===== src/rtl/alu_out_writeback_pkg.sv =====
// alu_out_writeback_pkg
//   Shared types for the ALU writeback path.
//   data_src_t  : operand/destination kind, shared with the operand-source path.
//   wb_state_t  : writeback FSM states (fixed 3-bit encodings).
//   wb_cnt_w()  : width of the mem_ack timeout counter for a given TIMEOUT.
package alu_out_writeback_pkg;

    typedef enum logic [1:0] {
        SRC_REG       = 2'd0,
        SRC_IMMEDIATE = 2'd1,
        SRC_MEM_ADDR  = 2'd2,
        SRC_INDIRECT  = 2'd3
    } data_src_t;

    typedef enum logic [2:0] {
        IDLE   = 3'd0,
        REG_WR = 3'd1,
        PTR_RD = 3'd2,
        MEM_WR = 3'd3,
        ERR    = 3'd4
    } wb_state_t;

    localparam int unsigned WB_TIMEOUT_DEF = 16;
    localparam int unsigned WB_CNT_W       = $clog2(WB_TIMEOUT_DEF + 1);

    // Counter must be able to hold TIMEOUT; keep at least one bit.
    function automatic int unsigned wb_cnt_w(input int unsigned timeout);
        return (timeout == 0) ? 1 : $clog2(timeout + 1);
    endfunction

endpackage


===== src/rtl/alu_out_writeback_if.sv =====
// alu_out_writeback_if
//   Bundles the upstream valid/ready request and the downstream register-file
//   and memory write ports of the writeback block.
//   slave  : the writeback block (accepts requests, drives rf/mem ports).
//   master : the surrounding environment (ALU issuing requests, memory acking).
interface alu_out_writeback_if
    import alu_out_writeback_pkg::*;
#(
    parameter int unsigned WIDTH  = 8,
    parameter int unsigned ADDR_W = 8,
    parameter int unsigned REG_AW = 3
) ();

    logic              in_valid;
    logic              in_ready;
    data_src_t         dest;
    logic [WIDTH-1:0]  result;
    logic [ADDR_W-1:0] addr;
    logic [REG_AW-1:0] reg_idx;

    logic              rf_we;
    logic [REG_AW-1:0] rf_waddr;
    logic [WIDTH-1:0]  rf_wdata;

    logic              mem_req;
    logic              mem_we;
    logic [ADDR_W-1:0] mem_addr;
    logic [WIDTH-1:0]  mem_wdata;
    logic [WIDTH-1:0]  mem_rdata;
    logic              mem_ack;

    logic              done;
    logic              err;

    modport slave (
        input  in_valid, dest, result, addr, reg_idx, mem_rdata, mem_ack,
        output in_ready, rf_we, rf_waddr, rf_wdata,
               mem_req, mem_we, mem_addr, mem_wdata, done, err
    );

    modport master (
        output in_valid, dest, result, addr, reg_idx, mem_rdata, mem_ack,
        input  in_ready, rf_we, rf_waddr, rf_wdata,
               mem_req, mem_we, mem_addr, mem_wdata, done, err
    );

endinterface


===== src/rtl/alu_out_writeback_mem_ack_timer.sv =====
// alu_out_writeback_mem_ack_timer
//   Counts cycles spent waiting for mem_ack on one memory access.
//   clk, rst : clock, async active-high reset
//   clr      : restart the count (takes priority over en)
//   en       : a waiting cycle with no ack
//   expired  : this waiting cycle is the TIMEOUT-th without ack
module alu_out_writeback_mem_ack_timer #(
    parameter int unsigned TIMEOUT = 16,
    parameter int unsigned CNT_W   = 5
) (
    input  logic clk,
    input  logic rst,
    input  logic clr,
    input  logic en,
    output logic expired
);

    localparam logic [CNT_W-1:0] LAST = CNT_W'(TIMEOUT - 1);

    logic [CNT_W-1:0] cnt;

    always_ff @(posedge clk or posedge rst) begin
        if (rst) begin
            cnt <= '0;
        end else if (clr) begin
            cnt <= '0;
        end else if (en) begin
            cnt <= cnt + 1'b1;
        end
    end

    // Flags the cycle whose increment would bring the count to TIMEOUT, so the
    // FSM leaves on that same edge; an ack in that cycle is checked first.
    assign expired = en && (cnt == LAST);

endmodule


===== src/rtl/alu_out_writeback.sv =====
// alu_out_writeback
//   Routes an ALU result to its destination: register file, memory at a direct
//   address, or memory at a pointer fetched from memory. SRC_IMMEDIATE is not a
//   writable destination and is reported through err.
//   clk : clock, rising edge
//   rst : asynchronous active-high reset
//   wb  : request (in_valid/in_ready, dest, result, addr, reg_idx),
//         rf write port, memory req/ack port, done/err pulses
module alu_out_writeback
    import alu_out_writeback_pkg::*;
#(
    parameter int unsigned WIDTH   = 8,
    parameter int unsigned ADDR_W  = 8,
    parameter int unsigned REG_AW  = 3,
    parameter int unsigned TIMEOUT = 16
) (
    input  logic                clk,
    input  logic                rst,
    alu_out_writeback_if.slave  wb
);

    wb_state_t         state;
    logic [WIDTH-1:0]  res_q;
    logic              rf_we_q;
    logic [REG_AW-1:0] rf_waddr_q;
    logic [WIDTH-1:0]  rf_wdata_q;
    logic              mem_req_q;
    logic              mem_we_q;
    logic [ADDR_W-1:0] mem_addr_q;
    logic [WIDTH-1:0]  mem_wdata_q;
    logic              done_q;
    logic              err_q;

    logic [ADDR_W-1:0] ptr;
    logic              in_mem;
    logic              tmr_clr;
    logic              tmr_en;
    logic              expired;

    // Pointer read back from memory, resized to the address width.
    generate
        if (WIDTH >= ADDR_W) begin : g_ptr_trunc
            assign ptr = wb.mem_rdata[ADDR_W-1:0];
        end else begin : g_ptr_zext
            assign ptr = {{(ADDR_W - WIDTH){1'b0}}, wb.mem_rdata};
        end
    endgenerate

    assign in_mem  = (state == PTR_RD) || (state == MEM_WR);
    // Restart on entry to either memory state, including the PTR_RD->MEM_WR hop.
    assign tmr_clr = !in_mem || ((state == PTR_RD) && wb.mem_ack);
    assign tmr_en  = in_mem && !wb.mem_ack;

    generate
        if (TIMEOUT > 0) begin : g_tmr
            alu_out_writeback_mem_ack_timer #(
                .TIMEOUT (TIMEOUT),
                .CNT_W   (wb_cnt_w(TIMEOUT))
            ) u_tmr (
                .clk     (clk),
                .rst     (rst),
                .clr     (tmr_clr),
                .en      (tmr_en),
                .expired (expired)
            );
        end else begin : g_no_tmr
            assign expired = 1'b0;
        end
    endgenerate

    always_ff @(posedge clk or posedge rst) begin
        if (rst) begin
            state       <= IDLE;
            res_q       <= '0;
            rf_we_q     <= 1'b0;
            rf_waddr_q  <= '0;
            rf_wdata_q  <= '0;
            mem_req_q   <= 1'b0;
            mem_we_q    <= 1'b0;
            mem_addr_q  <= '0;
            mem_wdata_q <= '0;
            done_q      <= 1'b0;
            err_q       <= 1'b0;
        end else begin
            done_q  <= 1'b0;
            err_q   <= 1'b0;
            rf_we_q <= 1'b0;
            case (state)
                IDLE: begin
                    if (wb.in_valid) begin
                        res_q <= wb.result;
                        case (wb.dest)
                            SRC_REG: begin
                                state      <= REG_WR;
                                rf_we_q    <= 1'b1;
                                rf_waddr_q <= wb.reg_idx;
                                rf_wdata_q <= wb.result;
                            end
                            SRC_MEM_ADDR: begin
                                state       <= MEM_WR;
                                mem_req_q   <= 1'b1;
                                mem_we_q    <= 1'b1;
                                mem_addr_q  <= wb.addr;
                                mem_wdata_q <= wb.result;
                            end
                            SRC_INDIRECT: begin
                                state      <= PTR_RD;
                                mem_req_q  <= 1'b1;
                                mem_we_q   <= 1'b0;
                                mem_addr_q <= wb.addr;
                            end
                            default: state <= ERR;
                        endcase
                    end
                end
                REG_WR: begin
                    done_q <= 1'b1;
                    state  <= IDLE;
                end
                PTR_RD: begin
                    if (wb.mem_ack) begin
                        // Turn straight into the write; mem_req stays high.
                        state       <= MEM_WR;
                        mem_we_q    <= 1'b1;
                        mem_addr_q  <= ptr;
                        mem_wdata_q <= res_q;
                    end else if (expired) begin
                        state     <= IDLE;
                        mem_req_q <= 1'b0;
                        err_q     <= 1'b1;
                    end
                end
                MEM_WR: begin
                    if (wb.mem_ack) begin
                        state     <= IDLE;
                        mem_req_q <= 1'b0;
                        mem_we_q  <= 1'b0;
                        done_q    <= 1'b1;
                    end else if (expired) begin
                        state     <= IDLE;
                        mem_req_q <= 1'b0;
                        mem_we_q  <= 1'b0;
                        err_q     <= 1'b1;
                    end
                end
                ERR: begin
                    err_q <= 1'b1;
                    state <= IDLE;
                end
                default: state <= IDLE;
            endcase
        end
    end

    assign wb.in_ready  = (state == IDLE);
    assign wb.rf_we     = rf_we_q;
    assign wb.rf_waddr  = rf_waddr_q;
    assign wb.rf_wdata  = rf_wdata_q;
    assign wb.mem_req   = mem_req_q;
    assign wb.mem_we    = mem_we_q;
    assign wb.mem_addr  = mem_addr_q;
    assign wb.mem_wdata = mem_wdata_q;
    assign wb.done      = done_q;
    assign wb.err       = err_q;

endmodule

===== src/flat_wrapper.sv =====
// flat-port wrapper written by rule: the top's interface ports become plain ports
module alu_out_writeback_flat import alu_out_writeback_pkg::*;
#(
    parameter int unsigned WIDTH   = 8,
    parameter int unsigned ADDR_W  = 8,
    parameter int unsigned REG_AW  = 3,
    parameter int unsigned TIMEOUT = 16
)
  (clk, rst, wb_in_valid, wb_dest, wb_result, wb_addr, wb_reg_idx, wb_mem_rdata, wb_mem_ack, wb_in_ready, wb_rf_we, wb_rf_waddr, wb_rf_wdata, wb_mem_req, wb_mem_we, wb_mem_addr, wb_mem_wdata, wb_done, wb_err);
  alu_out_writeback_if #(.WIDTH(WIDTH), .ADDR_W(ADDR_W), .REG_AW(REG_AW)) wb_i ();
  input  logic clk;
  input  logic rst;
  input wire logic [$bits(wb_i.in_valid)-1:0] wb_in_valid;
  input wire logic [$bits(wb_i.dest)-1:0] wb_dest;
  input wire logic [$bits(wb_i.result)-1:0] wb_result;
  input wire logic [$bits(wb_i.addr)-1:0] wb_addr;
  input wire logic [$bits(wb_i.reg_idx)-1:0] wb_reg_idx;
  input wire logic [$bits(wb_i.mem_rdata)-1:0] wb_mem_rdata;
  input wire logic [$bits(wb_i.mem_ack)-1:0] wb_mem_ack;
  output wire logic [$bits(wb_i.in_ready)-1:0] wb_in_ready;
  output wire logic [$bits(wb_i.rf_we)-1:0] wb_rf_we;
  output wire logic [$bits(wb_i.rf_waddr)-1:0] wb_rf_waddr;
  output wire logic [$bits(wb_i.rf_wdata)-1:0] wb_rf_wdata;
  output wire logic [$bits(wb_i.mem_req)-1:0] wb_mem_req;
  output wire logic [$bits(wb_i.mem_we)-1:0] wb_mem_we;
  output wire logic [$bits(wb_i.mem_addr)-1:0] wb_mem_addr;
  output wire logic [$bits(wb_i.mem_wdata)-1:0] wb_mem_wdata;
  output wire logic [$bits(wb_i.done)-1:0] wb_done;
  output wire logic [$bits(wb_i.err)-1:0] wb_err;
  assign wb_i.in_valid = wb_in_valid;
  assign wb_i.dest = wb_dest;
  assign wb_i.result = wb_result;
  assign wb_i.addr = wb_addr;
  assign wb_i.reg_idx = wb_reg_idx;
  assign wb_i.mem_rdata = wb_mem_rdata;
  assign wb_i.mem_ack = wb_mem_ack;
  assign wb_in_ready = wb_i.in_ready;
  assign wb_rf_we = wb_i.rf_we;
  assign wb_rf_waddr = wb_i.rf_waddr;
  assign wb_rf_wdata = wb_i.rf_wdata;
  assign wb_mem_req = wb_i.mem_req;
  assign wb_mem_we = wb_i.mem_we;
  assign wb_mem_addr = wb_i.mem_addr;
  assign wb_mem_wdata = wb_i.mem_wdata;
  assign wb_done = wb_i.done;
  assign wb_err = wb_i.err;
  alu_out_writeback #(.WIDTH(WIDTH), .ADDR_W(ADDR_W), .REG_AW(REG_AW), .TIMEOUT(TIMEOUT)) u_core (.clk(clk), .rst(rst), .wb(wb_i));
endmodule

===== config.mk =====
export PLATFORM = sky130hd
export DESIGN_NAME = alu_out_writeback_flat
export DESIGN_NICKNAME = d
export VERILOG_FILES = /design/src/rtl/alu_out_writeback_pkg.sv /design/src/rtl/alu_out_writeback_if.sv /design/src/rtl/alu_out_writeback_mem_ack_timer.sv /design/src/rtl/alu_out_writeback.sv /design/src/flat_wrapper.sv
export SDC_FILE = /design/constraint.sdc
export NUM_CORES = 1
export LEC_CHECK = 0
export ABC_AREA = 0
export CORE_MARGIN = 4
export CORE_UTILIZATION = 40
export DETAILED_ROUTE_END_ITERATION = 8
export PLACE_DENSITY = 0.7
export SLEW_MARGIN = 40
export SYNTH_ARGS = -nofsm -noshare
export SYNTH_HDL_FRONTEND = slang
export SYNTH_SLANG_ARGS = --single-unit

===== constraint.sdc =====
create_clock -name clk -period 5.35 [get_ports clk]
set_clock_uncertainty 0.2 [all_clocks]
set_input_delay 0.8025 -clock clk [delete_from_list [all_inputs] [get_ports clk]]
set_output_delay 0.8025 -clock clk [all_outputs]
set_load 0.02 [all_outputs]

Word level (Yosys, flattened, before mapping)
Cells that the tools add are included.
{"block": "word_totals", "out_inout_bits": 33, "in_bits": 33, "ff_bits": 48}
{"block": "op_classes", "eq_ne": 14, "mux": 36, "add_sub_neg": 1, "n_reduce_logical": 20}
{"cell": "2-to-1 mux 8 bit", "n": 6}
{"cell": "case mux 8 bit (2 select lines)", "n": 2}
{"cell": "case mux 3 bit (3 select lines)", "n": 2}
{"cell": "2-to-1 mux 1 bit", "n": 15}
{"cell": "2-to-1 mux 3 bit", "n": 4}
{"cell": "AND reduction 4 bit", "n": 3}
{"cell": "2-to-1 mux 5 bit", "n": 2}
{"cell": "!= test 2 bit, second input constant", "n": 4}
{"cell": "equality test 3 x 2 -> 1 bit, second input constant", "n": 2}
{"cell": "case mux 1 bit (2 select lines)", "n": 3}
{"cell": "case mux 1 bit (3 select lines)", "n": 2}
{"cell": "adder 5 x 1 -> 5 bit, second input constant", "n": 1}
{"cell": "equality test 5 x 4 -> 1 bit, second input constant", "n": 1}
{"cell": "AND reduction 5 bit", "n": 1}
{"cell": "equality test 2 bit, second input constant", "n": 2}
{"cell": "nonzero test 2 bit", "n": 2}
{"cell": "OR reduction 2 bit", "n": 2}
{"cell": "equality test 3 x 1 -> 1 bit, second input constant", "n": 1}
{"cell": "equality test 3 bit, second input constant", "n": 1}
{"cell": "logical AND 1 bit", "n": 3}
{"cell": "logical NOT 3 bit", "n": 1}
{"cell": "!= test 3 x 1 -> 1 bit, second input constant", "n": 1}
{"cell": "!= test 3 x 2 -> 1 bit, second input constant", "n": 1}
{"cell": "AND reduction 3 bit", "n": 1}
{"cell": "6 further kinds", "n": 8}

Logic depth before layout (Yosys ltp)
Gate-level depths: netlist (run 1).
{"block": "logic_depth", "depth_word": 7, "mapped_depth": 6, "mapped_depth_nobuf": 6}

By module
A second synthesis (run 1) with hierarchy kept.
{"block": "unflattened", "hier_cells": 175, "area_unflattened_um2": 2247.2}
{"mod": "alu_out_writeback", "seq_area_each_um2": 1076.0, "area_per_inst_um2": 1958.1, "cells_per_inst": 150, "instances": 1}
{"mod": "alu_out_writeback_mem_ack_timer", "seq_area_each_um2": 125.1, "area_per_inst_um2": 289.0, "cells_per_inst": 25, "instances": 1}

Least setup slack after synthesis (run 1)
Ideal clock, no wire load.
{"block": "synth_path", "path_kind": "in2reg", "startpoint": "in wb_dest[0]", "endpoint": "reg u_core.mem_wdata_q[0] (netlist: u_core.wb.mem_wdata[0])", "setup_ns": 0.125, "required_time_ns": 5.025, "setup_slack_ns": 3.103, "stages": 3, "arrival_ns": 1.922, "path_cell_list": "nand2b_1 -> a2111oi_4 -> mux2_2"}
{"block": "synth_between", "elab_chain_cells": 3}
{"element": "start: declaration", "line": "flat_wrapper.sv:14", "source": "input wire logic [$bits(wb_i.dest)-1:0] wb_dest;"}
{"element": "equality test 2 bit", "line": "alu_out_writeback.sv:92", "source": "case (wb.dest)"}
{"element": "!= test 2 x 1 -> 1 bit (no line)"}
{"element": "AND reduction 4 bit (no line)"}
{"element": "end signal: assignment", "line": "alu_out_writeback.sv:104", "source": "mem_wdata_q <= wb.result;"}
{"element": "end signal: assignment", "line": "alu_out_writeback.sv:126", "source": "mem_wdata_q <= res_q;"}
{"element": "end: declaration", "line": "alu_out_writeback.sv:30", "source": "logic [WIDTH-1:0] mem_wdata_q;"}
No other way between the ends.
A chain may end at the register's enable or synchronous reset.

Worst setup path in the final report (run 1)
{"block": "layout_path", "startpoint": "in wb_mem_ack", "endpoint": "reg u_core.mem_wdata_q[4] (netlist: u_core.wb.mem_wdata[4])"}
{"block": "layout_between", "elab_chain_cells": 2}
{"element": "start: declaration", "line": "flat_wrapper.sv:19", "source": "input wire logic [$bits(wb_i.mem_ack)-1:0] wb_mem_ack;"}
{"element": "!= test 2 bit (no line)"}
{"element": "AND reduction 4 bit (no line)"}
No other way between the ends.

==> results of run 1 <==
==> flip-flops by register name (all words and copies together), names as in the netlist <==
signal / flops
u_core.g_tmr.u_tmr.cnt: 5
u_core.wb.rf_waddr: 3
u_core.wb.mem_we: 1
u_core.wb.mem_wdata: 8
u_core.res_q: 8
u_core.wb.done: 1
u_core.wb.mem_addr: 8
u_core.wb.mem_req: 1
u_core.wb.rf_wdata: 8
u_core.wb.rf_we: 1
u_core.state: 3
u_core.wb.err: 1
==> cell usage in the layout, fill, tap and decap left out, types with 2 or more instances in the layout <==
cell type	count
clkdlybuf4s50_1	65
mux2_2	51
dfrtp_1	48
nand2_1	7
nor2_1	5
nand2b_1	5
clkbuf_8	5
inv_1	4
a21oi_1	4
nor2b_1	3
nand3_1	3
mux2i_1	2
nor3b_1	2
ha_1	2
buf_4	2
==> area by class of cell <==
type                    instances  area, sq um
fillers                       448         2220
clock inverters                 1         5.00
inverters                       5         21.3
well taps                      70         87.6
clock buffers                   6         72.6
multi-input cells             105          966
repair buffers                 67          666
flip-flops and latches         48         1200
==> where the power goes <==
part	leakage [nW]	internal [mW]	total (mW)	switching [mW]
logic	0.622	0.452	0.810	0.358
clock network	0.0410	0.0890	0.200	0.111
registers	0.585	0.520	0.627	0.107
total	1.25	1.06	1.64	0.576
==> tightest hold or removal path, stage by stage, from the launching register on <==
cell and delay, ns:
dfrtp_1 0.35, a21oi_1 0.04, nor2_1 0.07
==> routing by layer <==
| layer | routed length, microns | track usage [%] | vias up |
|---|---|---|---|
| met3 | 315 | 5.21 | 5 |
| met1 | 2090 | 19.7 | 733 |
| met5 | 0 | 0 | - |
| li1 | - | - | 722 |
| met2 | 2160 | 20.9 | 37 |
| met4 | 39 | 4.25 | 0 |
==> cells by family (layout without fill, tap and decap cells) <==
| family | after synthesis | in the layout |
|---|---|---|
| flip-flops | 48 | 48 |
| adder cells (fa/ha/maj) | 2 | 2 |
| buffers and inverters | 13 | 79 |
| multiplexers | 53 | 53 |
| AND/OR/NAND/NOR | 31 | 31 |
| XOR/XNOR | 1 | 1 |
| AO/OA/AOI/OAI | 18 | 18 |
==> stage by stage <==
step / cells / setup WS (ns)
2_1_floorplan: 166 / 3.10
3_3_place_gp: 295 / 2.27
3_5_place_dp: 295 / 2.22
4_1_cts: 302 / 2.54
5_1_grt: 302 / 2.43
6_report: 302 / 2.56
==> path summary, 6_finish.rpt <==
path                                               start                                     to  slack [ns]  depth (start not counted)
max in group asynchronous                            rst      u_core.wb.mem_addr[6]$_DFFE_PP0P_        3.83                          2
setup / recovery                              wb_mem_ack     u_core.wb.mem_wdata[4]$_DFFE_PP0P_        2.56                          4
hold / removal             u_core.wb.mem_req$_DFFE_PP0P_          u_core.wb.mem_req$_DFFE_PP0P_        0.30                          2
setup reg to reg             u_core.state[1]$_DFFE_PP0N_     u_core.wb.mem_wdata[3]$_DFFE_PP0P_        2.85                          4
hold reg to reg            u_core.wb.mem_req$_DFFE_PP0P_          u_core.wb.mem_req$_DFFE_PP0P_        0.30                          2
min in group asynchronous                            rst  u_core.g_tmr.u_tmr.cnt[0]$_DFFE_PP0P_        0.72                          2
==> metrics.txt, run 1 <==
outcome=finished, final reports clean; post-synthesis register bit count=48; post-synthesis mux area share=26.8%; Critical Path Source Type=input pin; CP bufs+invs=1; dpl cell area=2940 sq um; Setup-failing EPs final=0; ANT nets after route=0; WHS=0.299 ns; crit path max fanout=11; CP cell instances=clkdlybuf4s50_1, mux2i_1, a2111oi_4, mux2_2; # DRC=0; Slew Limit Fails=0; post-cts resize count=0; IO Pins=66; Max VDD drop=0.249 mV; Area Growth Syn to Fin=35.9%; largest family of logic cells by synthesized area=multiplexers; total gr overflow=0; mean post-synth cell area=13.4 sq um; vias in the first global route=1477; post-CTS setup buffers=0; post-DP HPWL=3310 microns; row count=26; Synth top area share=54.1%; Post-Route Utilization=57.6%; Die Span Y=82.5 microns; cell taking the most area after synthesis=dfrtp_1; initial DRC count=53; DRT Pass-1 Iters=4; Worst path top cell family by delay=compound AO/OA/AOI/OAI gates; xor and xnor area share after synthesis=0.394%; Syn Nets=201; Compound-Gate Fraction of Synth Area=7.10%; Buffers on Ports=65; Seq/Total Area, Yosys=54.1%; GRT Total Usage=14.2%; first-pass GRT wire length=7270 microns; Sink Count=48; gpl congestion=0.758; total wire length=4600 microns; worst slew pin tran=0.702 ns; via count=1497; Post-synth top cells=51 x mux2_2, 48 x dfrtp_1, 7 x nand2_1; TNS Setup=0 ns; Cell variety after synth=37; Worst-path clk slew=0.08 ns; Core Box Area=5240 sq um; Cells after Synth=166; Worst Path Arrival=2.77 ns; nets@finish=267; ant diodes=0; RSZ-0062 raised after global routing=no; CTS root buffer=clkbuf_8; CP Class=in2reg; mean routed wirelength per cell=15.2 microns; worst min-delay path class=reg2reg; slew margin rel.=53.1%; CP required=5.33 ns; largest net degree at the start of global routing=49; fmax=358 MHz; Top FF cell, synth=dfrtp_1; Post-synth EDFFs=0; fraction of layout cells with a size suffix above 1=28.0%; max incr delay on CP=0.70 ns; Hold Vio Cnt, Final=0; CTS tree=yes; adder-cell share of the synthesized area=1.13%; CTS buffer count=5; Vias/cell=4.96; H-tree depth=2; Clk Latency, worst-skew pair=0.29 ns; most common cell in the netlist=mux2_2; Final Instance Area=3020 sq um; CP max-delay cell=a2111oi_4; Tot Pwr=1.64 mW; maximum clock path buffer count=2; ys async rst share=100%; pwr dens=542 nW/um^2; Ys Warns=0; initial antenna violation count=0; chip width=82.5 microns; Leak=1.25 nW; Final min period=2.79 ns; Max Cap Viol=0; post-synthesis simple-gate area fraction=7.83%; Mapped Area=2220 sq um; Starting Density=42.4%; final worst-path cycle share=52.2%; dominant cells by area after synthesis=dfrtp_1 54%, mux2_2 26%, nand2b_1 1.4%; critical path endpoint category=register; die area=6810 sq um; hold_buf cts=0
(Power assumes the default switching activity.)
==> run 2, diff against run 1 <==
--- a/config.mk
+++ b/config.mk
@@ -9,7 +9,7 @@
 export CORE_MARGIN = 4
 export CORE_UTILIZATION = 40
 export DETAILED_ROUTE_END_ITERATION = 8
-export PLACE_DENSITY = 0.7
+export PLACE_DENSITY = 0.72
 export SLEW_MARGIN = 40
 export SYNTH_ARGS = -nofsm -noshare
 export SYNTH_HDL_FRONTEND = slang
==> constraint.sdc (replaced) <==
create_clock -name clk -period 2.3 [get_ports clk]
set_clock_uncertainty 0.2 [all_clocks]
set_input_delay 0.345 -clock clk [delete_from_list [all_inputs] [get_ports clk]]
set_output_delay 0.345 -clock clk [all_outputs]
set_load 0.02 [all_outputs]
==> run 2 against run 1 <==
Critical endpoint is now wb_in_ready. Critical path depth down 2. Combinational power up 140%. Worst setup slack worse by 2.4 ns. Core utilization up 2.7 points. Sequential cell count unchanged. Largest cell class unchanged. Sequential power up 130%. Non-clock buffer count up 10. Die area unchanged.
==> metrics.txt, run 2 (synthesis results as in run 1) <==
outcome=finished, final reports clean; TNS Setup=0 ns (unchanged); commonest cells after routing, fill and taps aside=65 x clkdlybuf4s50_1, 51 x mux2_2, 48 x dfrtp_1; Core Box Area=5240 sq um (unchanged); largest net degree at the start of global routing=29 (-41%); pwr dens=1280 nW/um^2 (+140%); FF-to-FF path depth=4 (unchanged); pre-CTS setup slack=0.0908 ns (-2.13 ns); global route hottest layer=met2; mean routed wirelength per cell=14.3 microns (-5.9%); vias in the first global route=1630 (+10%); RSZ-0062 raised after global routing=no; IO Pins=66 (unchanged); R2R Path End=u_core.wb.mem_addr[1]$_DFFE_PP0P_; post-cts resize count=0 (unchanged); worst setup margin=0.111 ns (-2.45 ns); Area Growth Syn to Fin=42.3%; gpl congestion=0.800 (+5.5%); total gr overflow=0 (unchanged); Max Cap Viol=0 (unchanged); max incr delay on CP=0.63 ns (-0.07 ns); initial antenna violation count=0 (unchanged); CP max-delay cell=clkdlybuf4s50_1; Slew Limit Fails=0 (unchanged); commonest non-fill, non-tap cell in the layout=clkdlybuf4s50_1; post-DP HPWL=3370 microns (+1.6%); Hold Vio Cnt, Final=0 (unchanged); GR Layer Usage met1=18.9% (-0.74 points); first-pass GRT wire length=7730 microns (+6.4%); total wire length=4490 microns (-2.5%); met3 Resource Use GR=4.66% (-0.54 points); die area=6810 sq um (unchanged); critical path endpoint category=output port; crit path max fanout=12 (+1); Vias/cell=4.92 (-0.81%); maximum clock path buffer count=2 (unchanged); reg2reg setup slack=0.30 ns (-2.55 ns); fmax=457 MHz; register area=1200 sq um (unchanged); Sink Count=48 (unchanged); CTS tree=yes; CP bufs+invs=1 (unchanged); Max VDD drop=0.546 mV (+120%); Starting Density=42.4% (unchanged); slew margin rel.=68.5% (+15 points); via count=1539 (+2.8%); Worst path top cell family by delay=buffers and inverters; Leak=1.33 nW (+6.2%); Inst Count DP=305 (+3.4%); ant diodes=0 (unchanged); CP required=1.75 ns (-3.58 ns); H-tree depth=2 (unchanged); Multi-input gate area=966 sq um (unchanged); Final Instance Area=3160 sq um (+4.7%); nets@finish=277 (+3.7%); Die Span Y=82.5 microns (unchanged); row count=26 (unchanged); Reg-to-Reg Start=u_core.state[1]$_DFFE_PP0N_; Buffers on Ports=65 (unchanged); Worst-path clk slew=0.09 ns (about the same); final worst-path cycle share=95.2%; CTS buffer count=5 (unchanged); ANT nets after route=0 (unchanged); post-layout instance count excluding filler cells=313 (+3.6%); DRT Pass-1 Iters=4 (unchanged); Final min period=2.19 ns; CP cell instances=nor3_1, clkdlybuf4s50_1; CTS root buffer=clkbuf_8; fill count=426 (-4.9%); initial DRC count=67 (+26%); Setup-failing EPs final=0 (unchanged); fraction of layout cells with a size suffix above 1=31.7% (+3.7 points); worst min-delay path class=in2async; Worst Path Arrival=1.64 ns (-1.13 ns); CP Class=reg2out; met2 usage=24.7% (+3.8 points); dpl cell area=3040 sq um (+3.3%); Critical Path Source Type=register; worst slew pin tran=0.472 ns (-0.230 ns); # DRC=0 (unchanged); GRT Total Usage=15.1% (+0.81 points); Clk Latency, worst-skew pair=0.30 ns (about the same); post-CTS setup buffers=0 (unchanged); chip width=82.5 microns (unchanged); hold_buf cts=0 (unchanged)
-- run 2: cell count changes in the layout (fill, tap and decap cells not counted) --
| cell | before | now |
|---|---|---|
| bufinv_16 | 0 | 1 |
| buf_12 | 0 | 2 |
| clkinv_4 | 0 | 1 |
| buf_4 | 2 | 10 |
| clkbuf_1 | 1 | 0 |
| inv_2 | 0 | 1 |
| clkbuf_8 | 5 | 6 |
| clkinv_2 | 1 | 0 |
| inv_4 | 1 | 0 |
-- run 2: how the worst max path moves through the flow --
| stage | start | end | slack (ns) | cells after the start |
|---|---|---|---|---|
| floorplan | u_core.state[0]$_DFFE_PP0N_ | u_core.wb.mem_addr[3]$_DFFE_PP0P_ | 0.25 | 5 |
| global placement | wb_in_valid | u_core.wb.mem_wdata[7]$_DFFE_PP0P_ | 0.13 | 5 |
| detailed placement | wb_in_valid | u_core.wb.mem_wdata[2]$_DFFE_PP0P_ | 0.09 | 5 |
| CTS | u_core.state[1]$_DFFE_PP0N_ | wb_in_ready | 0.09 | 2 |
| global route | u_core.state[1]$_DFFE_PP0N_ | wb_in_ready | 0.03 | 2 |
| finish | u_core.state[1]$_DFFE_PP0N_ | wb_in_ready | 0.11 | 2 |
-- run 2: routing by layer --
metal  part of all wire, %  up-vias
met4                   1.5        0
met1                    44      737
met3                   7.3        7
met2                    47       46
met5                     0        -
li1                      -      749
-- run 2: final cells by class --
class                      instances  area share, %
clock inverter                     2           1.23
sequential                        48           38.0
tap                               70           2.77
clock buffer                       6           2.61
inverter                           5          0.594
multi-input combinational        105           30.6
timing repair buffer              77           24.2
-- run 2: per-stage QoR --
step	util [%]	hold WS [ns]	power, mW
floorplan	-	0.254	2.56
global placement	58.0	0.278	3.42
detailed placement	58.0	0.292	3.45
CTS	60.3	0.178	4.11
global route	60.3	0.200	4.31
finish	60.3	0.172	4.04
-- run 2: report_power, final --
part	switching, mW	internal [mW]
sequential	0.221	1.21
clock	0.284	0.356
combinational	0.861	1.11
total	1.37	2.68
==> run 3, diff against run 2 <==
--- a/config.mk
+++ b/config.mk
@@ -8,7 +8,10 @@
 export ABC_AREA = 0
 export CORE_MARGIN = 4
 export CORE_UTILIZATION = 40
+export CTS_BUF_LIST = sky130_fd_sc_hd__clkbuf_8
+export CTS_CLUSTER_SIZE = 40
 export DETAILED_ROUTE_END_ITERATION = 8
+export GPL_ROUTABILITY_DRIVEN = 0
 export PLACE_DENSITY = 0.72
 export SLEW_MARGIN = 40
 export SYNTH_ARGS = -nofsm -noshare
==> results of run 3 <==
Final layout, timing and power as in run 2 (identical DEF).
